===== config.mk =====
export PLATFORM = sky130hd
export DESIGN_NAME = bp_ctrl
export DESIGN_NICKNAME = d
export VERILOG_FILES = /design/src/rtl/bp_pkg.sv /design/src/rtl/bp_wbuf.sv /design/src/rtl/bp_ctrl.sv
export SDC_FILE = /design/constraint.sdc
export NUM_CORES = 1
export LEC_CHECK = 0
export CELL_PAD_IN_SITES_DETAIL_PLACEMENT = 1
export CELL_PAD_IN_SITES_GLOBAL_PLACEMENT = 2
export CORE_ASPECT_RATIO = 0.9
export CORE_MARGIN = 1.5
export CORE_UTILIZATION = 39
export DETAILED_ROUTE_END_ITERATION = 8
export PLACE_DENSITY_LB_ADDON = 0.1
export SKIP_LAST_GASP = 1
export SYNTH_ARGS = -nofsm -noshare
export SYNTH_HDL_FRONTEND = slang
export SYNTH_SLANG_ARGS = --single-unit

===== constraint.sdc =====
create_clock -name clk -period 2.9 [get_ports clk]
set_input_delay 0.58 -clock clk [delete_from_list [all_inputs] [get_ports clk]]
set_output_delay 0.58 -clock clk [all_outputs]
set_load 0.02 [all_outputs]

===== src/rtl/bp_pkg.sv =====
// Shared types for the branch-predictor control block: PC-select codes,
// controller FSM states and the table write-buffer entry.
package bp_pkg;

    typedef enum logic [1:0] {
        PC_SEQ  = 2'b00,
        PC_PRED = 2'b01,
        PC_FALL = 2'b10,
        PC_TGT  = 2'b11
    } pc_sel_e;

    typedef enum logic {
        ST_RUN     = 1'b0,
        ST_RECOVER = 1'b1
    } bp_state_e;

    // Widest table index a buffered write can carry; narrower tables zero-extend.
    localparam int BP_IDX_MAX_W = 16;

    typedef struct packed {
        logic [BP_IDX_MAX_W-1:0] idx;
        logic                    wrt;
        logic                    wrp;
        logic                    pred;
    } wb_entry_t;

endpackage


===== src/rtl/bp_wbuf.sv =====
// Prediction-table write buffer: synchronous FIFO of pending table updates
// with full/empty flags and wrap-around pointers (DEPTH a power of two).
module bp_wbuf
    import bp_pkg::*;
#(
    parameter int DEPTH = 2
) (
    input  logic      clk,
    input  logic      rst_n,
    input  logic      i_push,
    input  wb_entry_t i_data,
    input  logic      i_pop,
    output wb_entry_t o_head,
    output logic      o_full,
    output logic      o_empty
);

    localparam int PTR_W = (DEPTH > 1) ? $clog2(DEPTH) : 1;

    wb_entry_t        r_mem [DEPTH];
    logic [PTR_W-1:0] r_wptr;
    logic [PTR_W-1:0] r_rptr;
    logic [PTR_W:0]   r_count;
    logic             w_do_push;
    logic             w_do_pop;

    assign o_full    = (r_count == (PTR_W+1)'(DEPTH));
    assign o_empty   = (r_count == '0);
    assign w_do_pop  = i_pop & ~o_empty;
    // A push at full is only taken alongside a pop, which frees the head slot.
    assign w_do_push = i_push & (~o_full | w_do_pop);
    assign o_head    = r_mem[r_rptr];

    always_ff @(posedge clk) begin
        if (w_do_push) begin
            r_mem[r_wptr] <= i_data;
        end
    end

    always_ff @(posedge clk or negedge rst_n) begin
        if (!rst_n) begin
            r_wptr  <= '0;
            r_rptr  <= '0;
            r_count <= '0;
        end else begin
            if (w_do_push) begin
                r_wptr <= r_wptr + PTR_W'(1);
            end
            if (w_do_pop) begin
                r_rptr <= r_rptr + PTR_W'(1);
            end
            case ({w_do_push, w_do_pop})
                2'b10:   r_count <= r_count + (PTR_W+1)'(1);
                2'b01:   r_count <= r_count - (PTR_W+1)'(1);
                default: r_count <= r_count;
            endcase
        end
    end

endmodule


===== src/rtl/bp_ctrl.sv =====
// Branch-predictor control: D/E tracking, branch resolution, redirect FSM and
// table-port sharing through a write buffer. Optional stats: BP_CTRL_STATS_EN.
module bp_ctrl
    import bp_pkg::*;
#(
    parameter int IDX_W    = 4,
    parameter int WB_DEPTH = 2
) (
    input  logic             clk,
    input  logic             rst_n,
    input  logic             fe_valid,
    input  logic [IDX_W-1:0] fe_idx,
    input  logic             lk_hit,
    input  logic             lk_pred,
    input  logic             ex_is_br,
    input  logic             ex_taken,
    output logic             tbl_re,
    output logic             tbl_we,
    output logic [IDX_W-1:0] tbl_addr,
    output logic             tbl_wrt,
    output logic             tbl_wrp,
    output logic             tbl_wpred,
    output logic [1:0]       pc_sel,
    output logic             flush,
    output logic             stall_fe
`ifdef BP_CTRL_STATS_EN
    ,
    output logic [15:0]      br_cnt,
    output logic [15:0]      mispred_cnt
`endif
);

    bp_state_e        r_state;
    bp_state_e        w_state_nxt;
    pc_sel_e          r_pc_sel;
    pc_sel_e          w_pc_sel_nxt;
    logic             r_d_valid, r_d_hd, r_d_pd;
    logic [IDX_W-1:0] r_d_idx;
    logic             r_e_valid, r_e_hd, r_e_pd;
    logic [IDX_W-1:0] r_e_idx;
    logic             w_resolve;
    logic             w_redirect;
    logic             w_enq;
    wb_entry_t        w_enq_data;
    wb_entry_t        w_head;
    logic             w_wb_full;
    logic             w_wb_empty;

    assign stall_fe  = (r_state == ST_RECOVER) | w_wb_full;
    // rst_n keeps the read port quiet while reset is held.
    assign tbl_re    = rst_n & fe_valid & ~stall_fe;
    assign tbl_we    = ~tbl_re & ~w_wb_empty;
    assign tbl_addr  = tbl_re ? fe_idx : (tbl_we ? IDX_W'(w_head.idx) : '0);
    assign tbl_wrt   = tbl_we & w_head.wrt;
    assign tbl_wrp   = tbl_we & w_head.wrp;
    assign tbl_wpred = tbl_we & w_head.pred;
    assign pc_sel    = r_pc_sel;
    assign flush     = (r_state == ST_RECOVER);

    always_comb begin
        w_resolve    = r_e_valid & ex_is_br;
        w_enq        = 1'b0;
        w_redirect   = 1'b0;
        w_enq_data   = '0;
        w_pc_sel_nxt = PC_SEQ;
        if (w_resolve) begin
            w_enq_data.idx  = BP_IDX_MAX_W'(r_e_idx);
            w_enq_data.wrp  = 1'b1;
            w_enq_data.pred = ex_taken;
            if (!r_e_hd) begin
                // Allocate on a miss; only a taken miss needs a redirect.
                w_enq          = 1'b1;
                w_enq_data.wrt = 1'b1;
                w_redirect     = ex_taken;
            end else if (ex_taken != r_e_pd) begin
                w_enq      = 1'b1;
                w_redirect = 1'b1;
            end
        end
        if (w_redirect) begin
            w_pc_sel_nxt = ex_taken ? PC_TGT : PC_FALL;
        end else if (tbl_re && lk_hit && lk_pred) begin
            w_pc_sel_nxt = PC_PRED;
        end
    end

    always_comb begin
        w_state_nxt = r_state;
        case (r_state)
            ST_RUN:     if (w_redirect) w_state_nxt = ST_RECOVER;
            ST_RECOVER: w_state_nxt = ST_RUN;
            default:    w_state_nxt = ST_RUN;
        endcase
    end

    always_ff @(posedge clk or negedge rst_n) begin
        if (!rst_n) begin
            r_state  <= ST_RUN;
            r_pc_sel <= PC_SEQ;
        end else begin
            r_state  <= w_state_nxt;
            r_pc_sel <= w_pc_sel_nxt;
        end
    end

    always_ff @(posedge clk or negedge rst_n) begin
        if (!rst_n) begin
            r_d_valid <= 1'b0;
            r_d_idx   <= '0;
            r_d_hd    <= 1'b0;
            r_d_pd    <= 1'b0;
            r_e_valid <= 1'b0;
            r_e_idx   <= '0;
            r_e_hd    <= 1'b0;
            r_e_pd    <= 1'b0;
        end else if (w_redirect) begin
            r_d_valid <= 1'b0;
            r_e_valid <= 1'b0;
        end else if (!stall_fe) begin
            r_d_valid <= fe_valid;
            r_d_idx   <= fe_idx;
            r_d_hd    <= lk_hit;
            r_d_pd    <= lk_pred;
            r_e_valid <= r_d_valid;
            r_e_idx   <= r_d_idx;
            r_e_hd    <= r_d_hd;
            r_e_pd    <= r_d_pd;
        end else begin
            // E has already resolved this cycle; D waits for fetch to resume.
            r_e_valid <= 1'b0;
        end
    end

    bp_wbuf #(
        .DEPTH (WB_DEPTH)
    ) u_wbuf (
        .clk     (clk),
        .rst_n   (rst_n),
        .i_push  (w_enq),
        .i_data  (w_enq_data),
        .i_pop   (tbl_we),
        .o_head  (w_head),
        .o_full  (w_wb_full),
        .o_empty (w_wb_empty)
    );

`ifdef BP_CTRL_STATS_EN
    logic [15:0] r_br_cnt;
    logic [15:0] r_mispred_cnt;

    always_ff @(posedge clk or negedge rst_n) begin
        if (!rst_n) begin
            r_br_cnt      <= '0;
            r_mispred_cnt <= '0;
        end else begin
            if (w_resolve && (r_br_cnt != 16'hFFFF)) begin
                r_br_cnt <= r_br_cnt + 16'd1;
            end
            if (w_redirect && (r_mispred_cnt != 16'hFFFF)) begin
                r_mispred_cnt <= r_mispred_cnt + 16'd1;
            end
        end
    end

    assign br_cnt      = r_br_cnt;
    assign mispred_cnt = r_mispred_cnt;
`endif

endmodule

* Word level (Yosys, flattened, before mapping)
Memories as Yosys holds them, arrays and structs flattened.
Cells that the tools add are included.
** Storage, ports and cells
- Output and inout port bits :: 13
- Word-level logic and storage cells :: 66
- Bits in registers :: 21
- Memory bits (writable) :: 14
- Input port bits :: 11
- Memories :: 1
** Cells by class
- $add $sub $neg :: 4
- Reduce and logical (&&, ||, !) cells :: 5
- Equality and inequality tests :: 5
- Bitwise gates (word level) :: 17
- Muxes and demuxes :: 21
** Memories
- u_wbuf.r_mem :: words 2, bits a word 7, read ports 1, clocked after memory_dff 0, wr ports 1, line bp_wbuf.sv:20 : wb_entry_t r_mem [DEPTH];
** Operators with widths (number)
- 1-bit 2-to-1 mux :: 15
- 1-bit bitwise AND :: 9
- 4-bit 2-to-1 mux :: 2
- 7-bit 2-to-1 mux :: 1
- 1-bit inverter :: 6
- 2-bit == test (second input constant) :: 2
- 2-bit case mux with 2 select lines :: 1
- 1-bit adder (second input constant) :: 2
- 2-bit by 1-bit adder with 2-bit output (second input constant) :: 1
- 2-bit by 1-bit == test with 1-bit output (second input constant) :: 1
- 1-bit logical AND :: 2
- 2-bit logical NOT :: 1
- 2-bit 2-to-1 mux :: 1
- 2-bit by 1-bit != test with 1-bit output (second input constant) :: 1
- 1-bit OR :: 2
- 1-bit case mux with 2 select lines :: 1
- 2-bit AND reduction :: 1
- 2-bit nonzero test :: 1
- 2-bit by 1-bit subtractor with 2-bit output (second input constant) :: 1
- 1-bit != test :: 1

* Logic depth before layout (Yosys ltp)
- Depth after elaboration :: 11
- Mapped depth :: 7
- Depth with buffers taken out :: 7

* By module
From an unflattened synthesis, not the netlist that was laid out.
** Unflattened totals
- Cells, all modules :: 157
- Area, all modules :: 2452.4 um^2
** Modules (own cells, without submodules)
- bp_wbuf :: area an instance 1587.8 um^2, times used 1, sequential area each 1241.2 um^2, cells an instance 83
- bp_ctrl :: area an instance 864.6 um^2, times used 1, sequential area each 425.4 um^2, cells an instance 74

* Worst setup path before layout
OpenSTA, ideal clock, no wires.
- Path type :: register to output
- From :: register r_state, in the netlist flush
- To :: output port tbl_addr[0]
- Setup slack :: 0.960 ns
- Buffers on the path :: 0
- Cell stages (with the launch flop) :: 5
- Required time :: 2.320 ns
- Arrival time :: 1.360 ns
- Cell sequence :: dfrtp_1 -> nand3b_1 -> nor2_2 -> nand2_1 -> o21ai_1
** On the way
- Word-level cells in the longest chain between the ends :: 7
** Ends and longest elaborated chain
- from (decl) :: line bp_ctrl.sv:33 : bp_state_e r_state;
- from (signal assigned) :: line bp_ctrl.sv:101 : r_state <= w_state_nxt;
- 1-bit OR * :: line bp_ctrl.sv:49 : assign stall_fe = (r_state == ST_RECOVER) | w_wb_full;
- 1-bit inverter (no line) *
- 1-bit bitwise AND * :: line bp_ctrl.sv:51 : assign tbl_re = rst_n & fe_valid & ~stall_fe;
- net tbl_re :: line bp_ctrl.sv:17 : output logic tbl_re,
- 1-bit inverter :: line bp_ctrl.sv:52 : assign tbl_we = ~tbl_re & ~w_wb_empty;
- 1-bit bitwise AND :: line bp_ctrl.sv:52
- 4-bit 2-to-1 mux :: line bp_ctrl.sv:53 : assign tbl_addr = tbl_re ? fe_idx : (tbl_we ? IDX_W'(w_head.idx) : '0);
- 4-bit 2-to-1 mux * :: line bp_ctrl.sv:53
- to (decl) :: line bp_ctrl.sv:19 : output logic [IDX_W-1:0] tbl_addr,
The timed path passes the listed nets; every way through them passes the cells marked *.

* Final worst setup path
- From :: input port rst_n
- To :: output port tbl_wpred
** On the way
- Word-level cells in the longest chain between the ends :: 5
** Ends and longest elaborated chain
- from (decl) :: line bp_ctrl.sv:10 : input logic rst_n,
- 1-bit bitwise AND (2 in series) :: line bp_ctrl.sv:51
- 1-bit inverter :: line bp_ctrl.sv:52
- 1-bit bitwise AND :: line bp_ctrl.sv:52
- 1-bit bitwise AND :: line bp_ctrl.sv:56 : assign tbl_wpred = tbl_we & w_head.pred;
- to (decl) :: line bp_ctrl.sv:22 : output logic tbl_wpred,
No other way between the ends.

==> run metrics <==
largest family of logic cells by synthesized area=multiplexers; WP data required=2320 ps; post-synth top area share=34.6%; number of max-cap violations=0; met2 WL=1.39 mm; Slew Limit Fails=0; full die area=0.00428 mm²; Overflow after GRT=0; period utilization=97.8%; HPWL after DPL=2.24 mm; first-pass GRT wire length=4.64 mm; Post-Synth XOR/XNOR Area=3.46%; core region area=0.00373 mm²; most common cell in the synthesized netlist=dfrtp_1; Worst-Skew Late Latency=290 ps; setup ws final=65.2 ps; GRT Resource Usage Total=15.8%; commonest cells in the netlist=dfrtp_1, edfxtp_1, mux2_4; Area Overhead vs Synth=26.2%; Met1 Wirelength=1.36 mm; mux cell area share after synthesis=16.0%; minimum clock period=2830 ps; n_diodes=0; I/O Buffers=23; Avg Inst Size Synth=14.2 µm²; dominant synthesized flop cell=dfrtp_1; critical path fanouts, max=6; VDD IR-drop max=0.534 mV; PwrDens=1090 mW/mm²; final WL=2.95 mm; die height=62.2 µm; Via Count=913; I/O pin count=24; Area contributors post-synth=dfrtp_1, edfxtp_1, mux2_4; Die X=68.8 µm; CTS tree=done; DR vias/cell=4.91; CTS Buf Count=5; Worst Skew=3.12 ps; root buffer cell=clkbuf_8; Setup CP Type=in -> out; syn nets=119; row count=21; antenna viol nets, final=0; Async SR Flop Fraction=60.0%; Setup Viol. Count Final=0; Final Hold Fails=0; Routed WL per cell=15.8 µm; Slew headroom=63.9%; Reg clk slew, reported paths=70 ps; # H-tree levels=2; Finished Core Util=51.3%; clk buf depth=2; Critical Path AT=2250 ps; EDFF count, synth=14; fin nets=151; RSZ-0062 raised after global routing=yes; Leakage=0.841 nW; Routed met3 length=151 µm; Ys Warns=0; result of the run=complete, no violations; crit start category=input pin; layout cells sized above 1=20.7%; Cell variety after synth=28; Compound-Gate Fraction of Synth Area=5.19%; Top Metal Used=met4; #FFs+latches synth=35; Synth Instances=107; simple-gate share of the synthesized area=10.2%; crit end category=output port; clk sink count=35; Synth area leader=dfrtp_1; Seq/Total Area, Yosys=62.3%; synthesized area=0.00152 mm²; number of global-route vias before repair=929; dpl ws=38.9 ps; Slew @ Worst Pin=539 ps; TritonRoute pass-1 iters=4; fmax=0.353 GHz; worst hold path type=reg -> reg; starting DRC count in detailed routing=40; Post-Synth Adder-Cell Area=0.824%; initial antenna violation count=0; largest net degree at the start of global routing=22; Initial Util=40.7%; GPL Wtd Cong=0.674; drt drc=0
worst paths after layout:
path | start | end | slack (ps) | cells after the start
max | rst_n | tbl_wpred | 70 | 6
min | r_e_idx[3] | r_e_idx[3] | 500 | 1
max reg2reg | u_wbuf.r_count[0] | u_wbuf.r_count[1] | 1030 | 7
min reg2reg | r_e_idx[3] | r_e_idx[3] | 500 | 1
max in group asynchronous | rst_n | r_e_valid | 1940 | 2
min in group asynchronous | rst_n | u_wbuf.r_rptr | 740 | 2
flip-flops by register name, indices dropped and copies added (netlist names):
name            cells
flush               1
pc_sel              2
r_d_hd              1
r_d_idx             4
r_d_pd              1
r_d_valid           1
r_e_hd              1
r_e_idx             4
r_e_pd              1
r_e_valid           1
u_wbuf.r_count      2
u_wbuf.r_mem       14
u_wbuf.r_rptr       1
u_wbuf.r_wptr       1
power breakdown:
part	total, mW	internal, mW	switching, mW	leakage (nW)
clock network	0.334	0.167	0.167	0.0412
registers	0.832	0.693	0.139	0.383
logic	0.921	0.494	0.427	0.417
what timing repair did:
action	4_1_cts	5_1_grt
setup endpoints to repair	0	4
gates resized for setup	0	3
endpoints found under the hold margin	0	0
hold buffers	0	0
buffers inserted	0	0
worst max-delay path, cell delays in order:
cell and delay (ps):
clkdlybuf4s50_1 460, nand3b_1 200, a21oi_2 90, buf_4 190
nor2_1 120, clkdlybuf4s50_1 610
area by class of cell:
cell class	instances	area (µm²)
Fill cell	389	1820
Sequential cell	35	946
Multi-Input combinational cell	66	547
Timing Repair Buffer	27	265
Clock buffer	6	72.6
Tap cell	46	57.6
Inverter	4	15.0
Clock inverter	2	12.5
cell families after synthesis:
| family | after synthesis |
|---|---|
| AOI/OAI and AO/OA | 11 |
| xor gates and xnor gates | 6 |
| adders and majority gates | 1 |
| buffers and inverters | 6 |
| DFF | 35 |
| muxes | 19 |
| and+or+nand+nor | 29 |
per-layer routing:
layer | global-route usage, % | vias to the layer above
met5 | 0 | -
met4 | 5.88 | 0
met2 | 23.3 | 19
met3 | 7.07 | 7
met1 | 20.3 | 448
li1 | - | 439
cells in the final DEF, fill, tap and decap left out, types with 5 or more instances in the layout:
cell / synthesis / final
nand2_1: 9 / 9
clkbuf_8: 0 / 5
xnor2_1: 5 / 5
nor2_1: 7 / 7
clkdlybuf4s50_1: 0 / 21
mux2i_1: 7 / 7
and3_1: 7 / 7
dfrtp_1: 21 / 21
edfxtp_1: 14 / 14
mux2_4: 10 / 10
metrics by stage:
| step | cell area [µm²] | setup TNS (ps) | total power [mW] | hold slack, ps | cells |
|---|---|---|---|---|---|
| 2_1_floorplan | 1520 | 0 | 1.46 | 284 | 107 |
| 3_3_place_gp | 1820 | 0 | 1.74 | 468 | 178 |
| 3_5_place_dp | 1820 | 0 | 1.77 | 482 | 178 |
| 4_1_cts | 1910 | 0 | 2.12 | 498 | 186 |
| 5_1_grt | 1920 | -70.9 | 2.22 | 520 | 186 |
| 6_report | 1920 | 0 | 2.09 | 496 | 186 |
Note: power is estimated with default switching activity, not from simulation.
